### src/rtl/lif_neuron_array_cfg.sv
// ---------------------------------------------------------------------------
// lif_neuron_array_cfg
//
// Array of N leaky integrate-and-fire neurons with W-bit membrane potentials.
// Each neuron leaks by v >> LEAK_SHIFT on every time step. It adds a shared
// runtime weight when its input spike is present, and the sum saturates at
// 2^W-1. The neuron fires when the result reaches the shared runtime
// threshold. After a spike it stays silent for REFRACT steps. A saturating
// aggregate counter totals every emitted spike. A registered readout port
// shows the membrane potential of one selected neuron.
//
// Ports:
//   clk          in   1            rising-edge clock
//   reset        in   1            synchronous active-high reset, beats step
//   step         in   1            time-step strobe; neurons advance only here
//   spike_in     in   N            per-neuron input spike, sampled on step
//   weight       in   W            shared synaptic weight, sampled on step
//   threshold    in   W            shared firing threshold, sampled on step
//   v_sel        in   SW           neuron index for the membrane readout
//   spike_out    out  N            registered one-cycle spike pulses
//   spike_count  out  CW           saturating total of emitted spikes
//   v_out        out  W            registered membrane of neuron v_sel
// ---------------------------------------------------------------------------
module lif_neuron_array_cfg #(
  parameter int N          = 4,
  parameter int W          = 8,
  parameter int LEAK_SHIFT = 3,
  parameter int REFRACT    = 2,
  parameter int CW         = 16,
  localparam int SW        = (N > 1) ? $clog2(N) : 1
) (
  input  logic          clk,
  input  logic          reset,
  input  logic          step,
  input  logic [N-1:0]  spike_in,
  input  logic [W-1:0]  weight,
  input  logic [W-1:0]  threshold,
  input  logic [SW-1:0] v_sel,
  output logic [N-1:0]  spike_out,
  output logic [CW-1:0] spike_count,
  output logic [W-1:0]  v_out
);

  // Refractory counters only need to hold 0..REFRACT. When there is no
  // refractory period, a single bit is kept that stays at zero.
  localparam int RW  = (REFRACT > 0) ? $clog2(REFRACT + 1) : 1;
  // Width of the per-step popcount of emitted spikes.
  localparam int PW  = $clog2(N + 1);
  // Counter addition width: wide enough for both operands plus a carry,
  // so the saturation test can never be fooled by a wrap.
  localparam int CSW = ((CW > PW) ? CW : PW) + 1;

  localparam logic [RW-1:0] REFRACT_LOAD = RW'(REFRACT);

  // Architectural state
  logic [W-1:0]  r_v     [N];
  logic [RW-1:0] r_refr  [N];
  logic [N-1:0]  r_spike;
  logic [CW-1:0] r_count;
  logic [W-1:0]  r_vOut;

  // Next-state values
  logic [W-1:0]  w_vNext    [N];
  logic [RW-1:0] w_refrNext [N];
  logic [N-1:0]  w_spikeNext;
  logic [PW-1:0] w_pop;
  logic [CSW-1:0] w_countSum;
  logic [CW-1:0] w_countNext;
  logic [W-1:0]  w_vSel;

  // One neuron's update datapath per lane. The lanes are fully independent.
  // The arithmetic is carried in W+1 bits. That way the leak never
  // underflows, and an overflow past 2^W-1 shows up in the top bit, where
  // the saturation logic can catch it. A neuron that is in refractory
  // ignores its input, keeps its membrane at zero and only counts down.
  // A firing neuron resets its membrane and reloads the refractory count.
  for (genvar g = 0; g < N; g++) begin : gNeuron
    logic [W:0]   w_leaked;
    logic [W:0]   w_sum;
    logic [W-1:0] w_vn;
    logic         w_inRefr;
    logic         w_fire;

    assign w_inRefr = (r_refr[g] != '0);
    assign w_leaked = {1'b0, r_v[g]} - ({1'b0, r_v[g]} >> LEAK_SHIFT);
    assign w_sum    = w_leaked + (spike_in[g] ? {1'b0, weight} : {(W+1){1'b0}});
    assign w_vn     = w_sum[W] ? {W{1'b1}} : w_sum[W-1:0];
    assign w_fire   = step && !w_inRefr && (w_vn >= threshold);

    assign w_spikeNext[g] = w_fire;

    assign w_vNext[g] = !step                 ? r_v[g] :
                        (w_inRefr || w_fire)  ? {W{1'b0}} :
                                                w_vn;

    assign w_refrNext[g] = !step    ? r_refr[g] :
                           w_inRefr ? r_refr[g] - RW'(1) :
                           w_fire   ? REFRACT_LOAD :
                                      {RW{1'b0}};
  end

  // Count how many neurons fire on this edge. All N lanes may fire in the
  // same step, and every one of them must land in the counter at once.
  always_comb begin
    w_pop = '0;
    for (int i = 0; i < N; i++) begin
      w_pop = w_pop + PW'(w_spikeNext[i]);
    end
  end

  // The aggregate counter sticks at its all-ones value rather than wrapping.
  // This keeps a long-running monitor from ever seeing a bogus small total.
  assign w_countSum  = CSW'(r_count) + CSW'(w_pop);
  assign w_countNext = (w_countSum > CSW'({CW{1'b1}})) ? {CW{1'b1}} : w_countSum[CW-1:0];

  // The readout mux looks at the post-update membrane values. The registered
  // v_out therefore shows the state just written at the same edge. A
  // select outside 0..N-1 matches no lane and reads as zero. This only
  // matters when N is not a power of two.
  always_comb begin
    w_vSel = '0;
    for (int i = 0; i < N; i++) begin
      if (v_sel == SW'(i)) begin
        w_vSel = w_vNext[i];
      end
    end
  end

  // Single state register for the whole array. Reset wins over step and
  // clears everything, so the first step afterwards behaves exactly like
  // the first step after power-on. Spike pulses are rebuilt every cycle.
  // This makes them single-cycle pulses, and they drop to zero on idle
  // cycles because nothing fires without a step.
  always_ff @(posedge clk) begin
    if (reset) begin
      for (int i = 0; i < N; i++) begin
        r_v[i]    <= '0;
        r_refr[i] <= '0;
      end
      r_spike <= '0;
      r_count <= '0;
      r_vOut  <= '0;
    end else begin
      for (int i = 0; i < N; i++) begin
        r_v[i]    <= w_vNext[i];
        r_refr[i] <= w_refrNext[i];
      end
      r_spike <= w_spikeNext;
      r_count <= w_countNext;
      r_vOut  <= w_vSel;
    end
  end

  assign spike_out   = r_spike;
  assign spike_count = r_count;
  assign v_out       = r_vOut;

endmodule

### config.mk
export PLATFORM = sky130hd
export DESIGN_NAME = lif_neuron_array_cfg
export DESIGN_NICKNAME = d
export VERILOG_FILES = /design/src/rtl/lif_neuron_array_cfg.sv
export SDC_FILE = /design/constraint.sdc
export NUM_CORES = 1
export LEC_CHECK = 0
export BUFFER_PORTS_ARGS = -buffer_cell sky130_fd_sc_hd__buf_2
export CORE_UTILIZATION = 42
export DETAILED_ROUTE_END_ITERATION = 10
export GPL_TIMING_DRIVEN = 0
export PLACE_DENSITY = 0.59
export RECOVER_POWER = 25
export SLEW_MARGIN = 20
export SYNTH_ARGS = -nofsm -noshare
export SYNTH_HDL_FRONTEND = slang
export SYNTH_SLANG_ARGS = --single-unit
### constraint.sdc
create_clock -name clk -period 8.25 [get_ports clk]
set_clock_uncertainty 0.1 [all_clocks]
set_input_delay 0.825 -clock clk [delete_from_list [all_inputs] [get_ports clk]]
set_output_delay 0.825 -clock clk [all_outputs]
set_load 0.005 [all_outputs]
==> results of run 1 <==
==> metrics by stage <==
step	total power, mW	setup slack (ns)	hold WS, ns
finish	2.72	0.820	0.382
global route	2.99	0.362	0.402
CTS	2.70	0.820	0.377
detailed placement	2.29	0.496	0.367
global placement	2.28	0.571	0.364
floorplan	1.84	1.33	0.348
==> cells by family after synthesis <==
| kind of cell | synth area share, % |
|---|---|
| compound gates | 21.7 |
| mux | 0.945 |
| buf+inv | 8.67 |
| simple gates | 19.8 |
| fa+ha+maj | 23.2 |
| flops | 21.4 |
| xor+xnor | 4.29 |
==> where the power goes <==
group / total [mW] / internal, mW / switching, mW
sequential: 0.460 / 0.402 / 0.0588
clock: 0.402 / 0.244 / 0.158
combinational: 1.85 / 0.744 / 1.11
==> cells in the final DEF (no fill, tap or decap), drive strengths merged, types with 8 or more instances in the layout <==
cell type / n
dfxtp: 68
nand3: 19
o21ai: 39
and3: 8
o211ai: 9
clkbuf: 33
nor2: 64
inv: 121
a211oi: 8
or3: 8
nand2b: 13
xor2: 15
a31oi: 9
a22oi: 15
a21oi: 71
ha: 81
fa: 23
a21o: 15
nand2: 84
nor3: 13
xnor2: 14
buf: 50
nor2b: 14
==> area by class of cell <==
cell class	instances	area, sq um
clock buffer	10	239
inverter	120	450
tap	184	230
timing repair buffer	48	235
multi-input combinational	611	4440
fill	1520	7520
sequential	68	1360
buffer	25	100
clock inverter	6	71.3
==> per-layer routing <==
metal	up-vias	GRT usage [%]	wire, um
li1	2961	-	-
met1	2772	33.1	8500
met2	189	38.3	8060
met3	27	3.55	1090
met4	0	8.39	405
met5	-	0	0
==> sequential cells by signal (all words and copies together), names as in the netlist <==
signal	cells
r_refr	8
spike_count	16
spike_out	4
v_out	8
r_v	32
==> worst min-delay path: cells and delay by family, from the launching register on <==
family	cells	cell delay [ns]
AND/OR/NAND/NOR	1	0.06
flip-flops	1	0.32
AO/OA/AOI/OAI	1	0.05
==> synthesized netlist by cell type, drive strengths merged (15+ instances only) <==
cell    count
inv       120
nand2      84
ha         81
a21oi      71
dfxtp      68
nor2       64
o21ai      39
fa         23
clkbuf     19
nand3      19
a21o       15
a22oi      15
xor2       15
==> path summary, 6_finish.rpt <==
| path | cells past startpoint | endpoint | slack [ns] | start |
|---|---|---|---|---|
| worst max-delay path | 26 | spike_count[11] | 0.82 | spike_in[0] |
| worst max register to register | 26 | spike_count[11] | 1.21 | r_v[0][4] |
| worst min register to register | 2 | r_refr[0][0] | 0.38 | r_refr[0][0] |
| worst min-delay path | 2 | r_refr[0][0] | 0.38 | r_refr[0][0] |
==> metrics.md, run 1 <==
| Metric | Value |
|---|---|
| Max clock buf depth | 2 |
| Hold Crit Class | flip-flop to flip-flop |
| Overall Global Routing Usage | 24.0% |
| Placed Instances | 1056 |
| Worst relative slew slack | 34.1% |
| Sequential fraction of the synthesis area | 21.4% |
| Syn avg cell area | 7.71 sq um |
| Max IR drop VDD | 0.152 mV |
| RSZ-0062 raised after global routing | no |
| Final core occ | 48.7% |
| Core area | 14600 sq um |
| Max-Cap Viols | 0 |
| Clk sinks | 68 |
| Layout area overhead | 12.2% |
| Vias in the first global route | 5587 |
| Critical Path AT | 7.60 ns |
| Vias | 5949 |
| Max Freq | 0.135 GHz |
| # hold bufs at CTS | 0 |
| # rows | 44 |
| Non-filler cells, final | 1072 |
| Initial DRC count | 409 |
| Min Tclk post-route | 7.43 ns |
| # Post-CTS Setup Buffers | 0 |
| Worst path most repeated cell | fa_1 |
| Number of synthesized flops with an enable pin | 0 |
| Die area | 15600 sq um |
| Fraction of layout instances using a drive strength above 1 | 9.12% |
| Worst-margin pin slew | 0.981 ns |
| Drt via density | 5.55 |
| Synth top area share | 21.4% |
| Post-route ant nets | 0 |
| IO Pins | 53 |
| Crit path kind | input port to flip-flop |
| Crit. End Element | flip-flop |
| Post-route cell area | 7130 sq um |
| Fin nets | 1012 |
| Port Buffers | 48 |
| Dominant cell type by area after synthesis | dfxtp_1 |
| DRC Markers | 2 |
| CTS tree | built |
| Syn Inst Count | 824 |
| WP buf/inv | 6 |
| Initial Utilization | 43.4% |
| Grt total ovfl | 0 |
| Required @ worst endpoint | 8.42 ns |
| Register bit count reported by yosys | 68 |
| P_leak | 3.25 nW |
| Synth Cell Area | 6350 sq um |
| First-pass GRT wire length | 29200 um |
| Final hold violations | 0 |
| ANT cells | 0 |
| Syn Nets | 953 |
| Placement Cell Area | 6820 sq um |
| Synth Flop Type | dfxtp_1 |
| Critical path's slowest cell | or4_1 |
| Initial antenna violation count | 0 |
| Synth cell types | 70 |
| Setup total negative slack | 0 ns |
| Post-Route WL | 18100 um |
| Final setup viols | 0 |
| Final Cycle Share | 90.1% |
| Wire length per cell | 16.8 um |
| Worst skew pair latency | 0.35 ns |
| Top post-synthesis cells by area | dfxtp_1 21%, ha_1 16%, fa_1 7.2%, inv_1 7.1%, a21oi_1 5.4% |
| Clock Pin Slew Worst Setup and Hold Paths | 0.06 ns |
| Drt first pass iters | 8 |
| DIE WIDTH | 125 um |
| Pin count of the biggest net entering global routing | 14 |
| Max Slew Vio Count | 0 |
| Yosys warns | 0 |
| Power Dens Cells | 381 nW/um^2 |
| CTS HTree Levels | 3 |
| Delay-heaviest family, CP | simple AND/OR/NAND/NOR gates |
| Die height | 125 um |
| CP max stage delay | 0.65 ns |
| Status | complete, but fails checks |
| Failing checks | DRC |
| CP Launch Type | input port |
| Final RePlAce weighted congestion | 0.905 |
| Num CTS Buffers | 9 |
| Async S/R FF share, synth | 0% |
| Root buffer cell | clkbuf_16 |
| Max FO, Critical Path | 10 |
| Hpwl dp | 14500 um |
| Post_cts resized | 0 |
(Power assumes the default switching activity.)
==> inputs of run 2 (changes only) <==
--- a/config.mk
+++ b/config.mk
@@ -6,6 +6,8 @@
 export NUM_CORES = 1
 export LEC_CHECK = 0
 export BUFFER_PORTS_ARGS = -buffer_cell sky130_fd_sc_hd__buf_2
+export CAP_MARGIN = 40
+export CORE_ASPECT_RATIO = 1.75
 export CORE_UTILIZATION = 42
 export DETAILED_ROUTE_END_ITERATION = 10
 export GPL_TIMING_DRIVEN = 0
==> run 2 against run 1 <==
Effect of this change: the run now ends clean; count of clock-buffer cells in the layout fell by 1; setup slack got worse by 0.20 ns; register-to-register slack got worse by 0.22 ns; critical path depth did not move; sequential share of layout area barely moved; flip-flop and latch count did not move; global-route usage rose by 3.3 points; final cell count did not move; critical path type unchanged; highest routed layer unchanged.
==> metrics.md, run 2 (synthesis results as in run 1) <==
| Metric | Value |
|---|---|
| Min Tclk post-route | 7.63 ns (+0.204 ns) |
| Hold path start | r_refr[0][0] |
| Total Power | 2.77 mW (+2.1%) |
| Fin nets | 1013 (+0.099%) |
| Critical Path AT | 7.80 ns (+0.20 ns) |
| Setup crit start | spike_in[0] |
| Post-Route WL | 20100 um (+12%) |
| Die height | 165 um (+32%) |
| Core area | 14800 sq um (+1.3%) |
| Hpwl dp | 16200 um (+12%) |
| First-pass GRT wire length | 31100 um (+6.6%) |
| DRC Markers | 0 (-2) |
| Drt first pass iters | 7 (-1) |
| Port Buffers | 48 (unchanged) |
| Initial DRC count | 344 (-16%) |
| Most frequent cells in the layout | 120 x inv_1, 83 x nand2_1, 81 x ha_1 |
| Overall Global Routing Usage | 27.3% (+3.3 points) |
| Switching Fraction | 49.0% (+0.19 points) |
| Final hold violations | 0 (unchanged) |
| Hold_ws | 0.372 ns (-0.00947 ns) |
| Max IR drop VDD | 0.155 mV (+2.0%) |
| CTS HTree Levels | 3 (unchanged) |
| DIE WIDTH | 95.0 um (-24%) |
| Vias in the first global route | 5816 (+4.1%) |
| Commonest non-fill, non-tap cell in the layout | inv_1 |
| IO Pins | 53 (unchanged) |
| ANT cells | 0 (unchanged) |
| Crit. End Element | flip-flop |
| Root buffer cell | clkbuf_16 |
| Worst relative slew slack | 51.0% (+17 points) |
| Pre-CTS WS | 0.239 ns (-0.257 ns) |
| Pin count of the biggest net entering global routing | 14 (unchanged) |
| Vias | 6005 (+0.94%) |
| Post_cts resized | 0 (unchanged) |
| Final RePlAce weighted congestion | 1.06 (+17%) |
| RSZ-0062 raised after global routing | no |
| Clock Pin Slew Worst Setup and Hold Paths | 0.06 ns (about the same) |
| Max-Cap Viols | 0 (unchanged) |
| Clk sinks | 68 (unchanged) |
| CTS tree | built |
| CP Launch Type | input port |
| Flop pwr share | 16.6% (-0.4 points) |
| Crit path kind | input port to flip-flop |
| Cell Int Power | 1.41 mW (+1.7%) |
| Layout area overhead | 12.3% (about the same) |
| P_leak | 3.21 nW (-1.4%) |
| Status | finished, final reports clean |
| Worst skew pair latency | 0.34 ns (about the same) |
| Grt total ovfl | 0 (unchanged) |
| Number of flip-flops in the largest register | 32 (unchanged) |
| Wire length per cell | 18.8 um (+12%) |
| Net switching power | 1.36 mW (+2.5%) |
| Required @ worst endpoint | 8.42 ns (about the same) |
| Fill cells | 1512 (-0.53%) |
| Fraction of layout instances using a drive strength above 1 | 7.76% (-1.4 points) |
| # Post-CTS Setup Buffers | 0 (unchanged) |
| Max Freq | 0.131 GHz (-2.7%) |
| Reg-to-reg startpoint | r_v[0][4] |
| Initial Utilization | 42.8% (-0.57 points) |
| Num CTS Buffers | 9 (unchanged) |
| Power Dens Cells | 389 nW/um^2 (+2.1%) |
| Comb power frac | 67.9% (-0.3 points) |
| Final Cycle Share | 92.5% (+2.5 points) |
| Max FO, Critical Path | 10 (unchanged) |
| Drt via density | 5.60 (+0.94%) |
| Post-route ant nets | 0 (unchanged) |
| Worst-margin pin slew | 0.727 ns (-0.254 ns) |
| Initial antenna violation count | 0 (unchanged) |
| Hold Crit Class | flip-flop to flip-flop |
| # hold bufs at CTS | 0 (unchanged) |
| Max clock buf depth | 2 (unchanged) |
| # rows | 59 (+34%) |
| Final setup viols | 0 (unchanged) |
| Setup total negative slack | 0 ns (unchanged) |
| Die area | 15600 sq um (+0.13%) |
| Clock share of power | 15.5% (+0.7 points) |
| Max Slew Vio Count | 0 (unchanged) |
| Final WS setup | 0.616 ns (-0.204 ns) |
| Largest register by flop count | r_v |
==> run 2: cell count changes in the layout (fill, tap and decap cells not counted) <==
cell,change
clkinvlp_4,+1
clkinv_4,-1
bufinv_16,+1
buf_2,-12
clkbuf_8,-1
clkbuf_1,+13
==> run 2: power groups by stage <==
| stage | Sequential [mW] | Clock [mW] | Combinational, mW |
|---|---|---|---|
| 3_5_place_dp | 0.467 | 0 | 1.86 |
| 2_1_floorplan | 0.452 | 0 | 1.39 |
| 5_1_grt | 0.470 | 0.445 | 2.14 |
| 4_1_cts | 0.460 | 0.433 | 1.88 |
| 3_3_place_gp | 0.466 | 0 | 1.85 |
| 6_report | 0.460 | 0.430 | 1.88 |
==> run 2: critical path, stage by stage <==
cell	delay (ns)
clkbuf_1	0.28
nand2_1	0.14
fa_1	0.51
inv_1	0.07
fa_1	0.46
and3_1	0.19
or2_1	0.30
and4_1	0.22
or4_1	0.65
ha_1	0.34
a21o_1	0.18
a221o_1	0.38
a21oi_1	0.36
or3_1	0.23
inv_1	0.07
fa_1	0.50
inv_1	0.05
fa_1	0.38
inv_1	0.08
fa_1	0.22
nand4_1	0.16
nor2_1	0.21
nand2_1	0.11
or3_1	0.45
clkbuf_1	0.26
a21oi_1	0.17
==> run 2: path summary, 6_finish.rpt <==
kind                      to  slack, ns  depth (start not counted)
min reg2reg     r_refr[0][0]       0.37                          2
max          spike_count[13]       0.62                         26
min             r_refr[0][0]       0.37                          2
max reg2reg  spike_count[13]       0.99                         26
==> run 2: per-stage QoR <==
| stage | std cells | util [%] | area [sq um] |
|---|---|---|---|
| floorplan | 824 | - | 6350 |
| finish | 1072 | 48.1 | 7130 |
| CTS | 1072 | 48.2 | 7150 |
| global route | 1072 | 48.1 | 7130 |
| detailed placement | 1056 | 46.0 | 6830 |
| global placement | 1055 | 46.0 | 6820 |
==> run 2: cell type report <==
| type | instances | area (sq um) | share of cell area (%) |
|---|---|---|---|
| Multi-Input combinational cell | 611 | 4440 | 62.3 |
| Sequential cell | 68 | 1360 | 19.1 |
| Inverter | 120 | 450 | 6.32 |
| Tap cell | 183 | 229 | 3.21 |
| Clock buffer | 9 | 225 | 3.16 |
| Timing Repair Buffer | 49 | 224 | 3.14 |
| Clock inverter | 7 | 100 | 1.40 |
| Buffer | 25 | 100 | 1.40 |
==> run 2: per-layer routing <==
layer	vias to the layer above	global-route usage (%)	wire, um
met4	0	18.0	1480
met1	2824	29.4	7660
met2	147	49.0	10400
met5	-	0	0
li1	2968	-	-
met3	66	3.31	632
